$ cat src/rtl/bcd_addsub_serial.sv
// Digit-serial N-digit BCD adder/subtractor: one digit per clock, LSB first,
// with a start/busy/done handshake and invalid-digit detection.
module bcd_addsub_serial #(
    parameter int DIGITS = 4
) (
    input  logic                  clk,
    input  logic                  rst_n,
    input  logic                  start,
    input  logic                  sub,
    input  logic [4*DIGITS-1:0]   a,
    input  logic [4*DIGITS-1:0]   b,
    input  logic                  cin,
    output logic                  busy,
    output logic                  done,
    output logic [4*DIGITS-1:0]   s,
    output logic                  co,
    output logic                  err
);

    localparam int W  = 4 * DIGITS;
    localparam int CW = (DIGITS > 1) ? $clog2(DIGITS) : 1;
    localparam logic [CW-1:0] LAST = CW'(DIGITS - 1);

    typedef enum logic [1:0] {
        IDLE = 2'd0,
        RUN  = 2'd1,
        DONE = 2'd2
    } state_t;

    // Returns {carry_out, digit}; subtraction adds the nine's complement of b.
    function automatic logic [4:0] digit_step(input logic [3:0] ad,
                                              input logic [3:0] bd_raw,
                                              input logic       subtract,
                                              input logic       carry);
        logic [3:0] bd;
        logic [4:0] t;
        logic [3:0] adj;
        bd  = subtract ? (4'd9 - bd_raw) : bd_raw;
        t   = {1'b0, ad} + {1'b0, bd} + {4'd0, carry};
        adj = t[3:0] + 4'd6;
        if (t > 5'd9) begin
            digit_step = {1'b1, adj};
        end else begin
            digit_step = {1'b0, t[3:0]};
        end
    endfunction

    function automatic logic has_bad_digit(input logic [W-1:0] x,
                                           input logic [W-1:0] y);
        has_bad_digit = 1'b0;
        for (int i = 0; i < DIGITS; i++) begin
            has_bad_digit = has_bad_digit | (x[4*i +: 4] > 4'd9) | (y[4*i +: 4] > 4'd9);
        end
    endfunction

    state_t         state_r, state_next_s;
    logic           accept_s, last_s;
    logic [4:0]     step_s;
    logic [W-1:0]   acc_next_s;
    logic [W-1:0]   a_r, b_r, acc_r, s_r;
    logic           sub_r, carry_r, err_flag_r;
    logic [CW-1:0]  cnt_r;
    logic           busy_r, done_r, co_r, err_r;

    assign busy = busy_r;
    assign done = done_r;
    assign s    = s_r;
    assign co   = co_r;
    assign err  = err_r;

    // State register.
    always_ff @(posedge clk) begin
        if (!rst_n) begin
            state_r <= IDLE;
        end else begin
            state_r <= state_next_s;
        end
    end

    // Next-state decode; DONE accepts a new start just like IDLE.
    always_comb begin
        state_next_s = state_r;
        accept_s     = 1'b0;
        last_s       = 1'b0;
        case (state_r)
            IDLE, DONE: begin
                if (start) begin
                    accept_s     = 1'b1;
                    state_next_s = RUN;
                end else begin
                    state_next_s = IDLE;
                end
            end
            RUN: begin
                if (cnt_r == LAST) begin
                    last_s       = 1'b1;
                    state_next_s = DONE;
                end else begin
                    state_next_s = RUN;
                end
            end
            default: begin
                state_next_s = IDLE;
            end
        endcase
    end

    // Current digit sum; the result shifts in from the top so digit 0 ends at the bottom.
    always_comb begin
        step_s     = digit_step(a_r[3:0], b_r[3:0], sub_r, carry_r);
        acc_next_s = (acc_r >> 4) | (W'(step_s[3:0]) << (W - 4));
    end

    // Operand capture, digit iteration and registered result outputs.
    always_ff @(posedge clk) begin
        if (!rst_n) begin
            a_r        <= {W{1'b0}};
            b_r        <= {W{1'b0}};
            acc_r      <= {W{1'b0}};
            s_r        <= {W{1'b0}};
            sub_r      <= 1'b0;
            carry_r    <= 1'b0;
            err_flag_r <= 1'b0;
            cnt_r      <= {CW{1'b0}};
            busy_r     <= 1'b0;
            done_r     <= 1'b0;
            co_r       <= 1'b0;
            err_r      <= 1'b0;
        end else begin
            busy_r <= (state_next_s == RUN);
            done_r <= (state_next_s == DONE);
            if (accept_s) begin
                a_r        <= a;
                b_r        <= b;
                sub_r      <= sub;
                carry_r    <= sub ? ~cin : cin;
                err_flag_r <= has_bad_digit(a, b);
                cnt_r      <= {CW{1'b0}};
                acc_r      <= {W{1'b0}};
            end else if (state_r == RUN) begin
                a_r     <= a_r >> 4;
                b_r     <= b_r >> 4;
                carry_r <= step_s[4];
                cnt_r   <= cnt_r + CW'(1);
                acc_r   <= acc_next_s;
                if (last_s) begin
                    s_r   <= err_flag_r ? {W{1'b0}} : acc_next_s;
                    co_r  <= err_flag_r ? 1'b0 : (sub_r ? ~step_s[4] : step_s[4]);
                    err_r <= err_flag_r;
                end
            end
        end
    end

endmodule

$ cat config.mk
export PLATFORM = sky130hd
export DESIGN_NAME = bcd_addsub_serial
export DESIGN_NICKNAME = d
export VERILOG_FILES = /design/src/rtl/bcd_addsub_serial.sv
export SDC_FILE = /design/constraint.sdc
export NUM_CORES = 1
export LEC_CHECK = 0
export ABC_AREA = 1
export ABC_CLOCK_PERIOD_IN_PS = 5840
export CAP_MARGIN = 20
export CORE_UTILIZATION = 50
export CTS_CLUSTER_DIAMETER = 150
export CTS_CLUSTER_SIZE = 40
export DETAILED_ROUTE_END_ITERATION = 6
export PLACE_DENSITY = 0.79
export SLEW_MARGIN = 0
export SYNTH_ARGS = -nofsm -noshare
export SYNTH_HDL_FRONTEND = slang
export SYNTH_SLANG_ARGS = --single-unit
$ cat constraint.sdc
create_clock -name clk -period 5.84 [get_ports clk]
set_input_delay 0.876 -clock clk [delete_from_list [all_inputs] [get_ports clk]]
set_output_delay 0.876 -clock clk [all_outputs]
set_load 0.01 [all_outputs]
==> metrics.yaml <==
sta:
  drv_slew: 0
  tightest_slew_ps: 914
  max_clock_freq_mhz: 387
  slew_headroom: 0.389
  hold_viol_final: 0
  fin_ws_ps: 3260
  fin_skew_ps: 7.74
  setup_tns_ps: 0
  setup_violations: 0
  finalCritPeriodShare: 0.442
  fin_crit_ps: 2580
  rsz0062_at_grt: "false"
clock_network:
  cts_inserted_buffers: 9
  htree_levels: 3
  cts_hold_buf: 0
  cts_setup_buffers: 0
  cts_num_sinks: 71
  tritoncts: "built"
  cts_resized: 0
  worstSkewPairLatency_ps: 350
  cts-root-buf: "clkbuf_8"
  cts_buffer_depth: 2
  cts.clk_slew.worst_paths_ps: 80
critical_path:
  path_cells: "xnor2_1 -> fa_1 -> inv_1 -> fa_1 -> inv_1 -> ha_1 -> nand2_1 -> a21boi_4 -> nand2_4 -> nand2_4 -> nand2_1 -> nand2_1 -> o21ai_1 -> inv_1"
  crit_fanout: 6
  cp_num_buf_inv: 3
  cp.arrival_ps: 2830
  criticalPathCategory: "register to register"
  max_stage_delay_ps: 470
  crit_required_ps: 6090
  start_kind: "register"
  crit_family: "adder cells"
  end_kind: "register"
  slowest_stage: "fa_1"
flow_run:
  max-cap-violations: 0
global_routing:
  grt_max_degree: 56
  met3_usage: 0.0523
  use_met1: 0.301
  antenna_found_initial: 0
  grt_first_pass_wirelength_um: 11200
  grt-ovfl-total: 0
  grt_pass1_vias: 2501
  grt_use_met2: 0.353
  top_usage_layer: "met2"
  track_usage: 0.229
die:
  dieArea_sq_mm: 0.00645
  start_util: 0.518
  row_count: 28
  chipHeight_um: 80.3
  die_width_um: 80.3
  core_sq_mm: 0.00592
  ios: 57
route:
  drt_iter0_drc: 238
  vias_per_cell: 5.25
  postRouteAntennaNets: 0
  routedWlPerCell_um: 12.8
  wl_um: 6720
  drc: 0
  drt_first_pass_iters: 4
  num_vias: 2759
yosys:
  ys_ff_latch: 71
  yosysMostFrequentCell: "nand2_1"
  synth.cell_area_sq_mm: 0.00307
  ys_top_cells_by_count: "nand2_1, dfxtp_1, a21oi_1"
  synth.top_cell.area_share: 0.463
  synth_top_area_cell: "dfxtp_1"
  synth.area.top_cells: "dfxtp_1, nand2_1, a21oi_1"
  ys.warnings.count: 0
  synthesis.nets: 445
  synth_top_flop_cell: "dfxtp_1"
  avgSynthCellArea_sq_um: 7.67
  synth_edf_count: 0
  synth_cell_type_count: 34
  netlist_instances: 400
  synth-async-reset-ratio: 0
  seq_area_frac_synth: 0.463
place:
  dp_cells: 511
  dp_slack_ps: 3040
  dp_hpwl_um: 4610
  globalplace.congestion: 0.856
  portBuffers: 56
finish:
  fillers: 521
  area_growth_pct: 25.3
  final_cells: 526
  diodes: 0
  multi_input_area_sq_mm: 0.00144
  regArea_sq_mm: 0.00142
  nNetsFinal: 492
  drive_above_1_share: 0.0776
status:
  outcome: "finished clean"
pwr:
  leakagePower_nw: 1.46
  p_total_mw: 1.14
  ir_worst_vdd_mv: 0.193
  powerDensity_mw_per_mm2: 297
min_path:
  hp-class: "register to register"
[power by group]
group,internal [mW],total (mW),switching [mW]
combinational,0.0757,0.186,0.110
sequential,0.506,0.520,0.0143
clock,0.250,0.435,0.185
total,0.832,1.14,0.310
[worst register-to-register path, cell delays in order (launching register included)]
cell and delay, ps:
dfxtp_1 430, xnor2_1 120, fa_1 360, inv_1 120
fa_1 470, inv_1 100, ha_1 200, nand2_1 60
a21boi_4 140, nand2_4 100, nand2_4 60, nand2_1 70
nand2_1 70, o21ai_1 130, inv_1 50
[cells in the final DEF, fill, tap and decap left out, drive strengths merged]
master / count
nand3: 15
nor2: 16
clkdlybuf4s50: 56
a21boi: 1
nand2: 145
inv: 29
a31oi: 20
dfxtp: 71
clkbuf: 10
o21ai: 18
a21o: 2
nor3: 1
ha: 6
bufinv: 2
clkinv: 3
a211oi: 3
a41oi: 1
a21oi: 42
xnor2: 2
a221oi: 4
fa: 2
o21a: 1
o32ai: 1
[registers in the layout, indices dropped and copies added, names as in the netlist]
signal and count:
err 1, acc_r 12, s 16, sub_r 1
b_r 16, done 1, err_flag_r 1, a_r 16
carry_r 1, co 1, cnt_r 2, busy 1
state_r 2
[per-stage QoR]
step	hold slack, ps	utilization	instance area (sq um)
5_1_grt	484	0.649	3840
4_1_cts	464	0.649	3840
6_report	464	0.649	3840
3_3_place_gp	450	0.612	3620
3_5_place_dp	452	0.612	3620
2_1_floorplan	439	-	3070
[routing by layer]
metal,share of wire,routed length (um)
met3,0.042,281
met2,0.46,3090
met5,0,0
met4,0.017,112
met1,0.48,3240
[path summary, 6_finish.rpt]
check / start / to / slack [ps] / cells past startpoint
min: b_r[12]$_SDFFE_PN0P_ / b_r[12]$_SDFFE_PN0P_ / 460 / 2
max: sub_r$_SDFFE_PN0P_ / acc_r[15]$_SDFFE_PP0N_ / 3260 / 14
max reg2reg: sub_r$_SDFFE_PN0P_ / acc_r[15]$_SDFFE_PP0N_ / 3260 / 14
min reg2reg: b_r[12]$_SDFFE_PN0P_ / b_r[12]$_SDFFE_PN0P_ / 460 / 2
[final cells by class]
class	instances	share of cell area
well taps	75	0.0244
multi-input cells	280	0.374
clock inverters	5	0.0215
inverters	29	0.0283
flip-flops and latches	71	0.370
repair buffers	56	0.146
clock buffers	10	0.0358
[cells by family after synthesis]
| kind of cell | Yosys count | share of synthesized area |
|---|---|---|
| simple gates | 177 | 0.242 |
| compound gates | 93 | 0.184 |
| flops | 71 | 0.463 |
| buf+inv | 49 | 0.0681 |
| fa+ha+maj | 8 | 0.0375 |
| xor+xnor | 2 | 0.00571 |
Note: power is estimated with default switching activity, not from simulation.
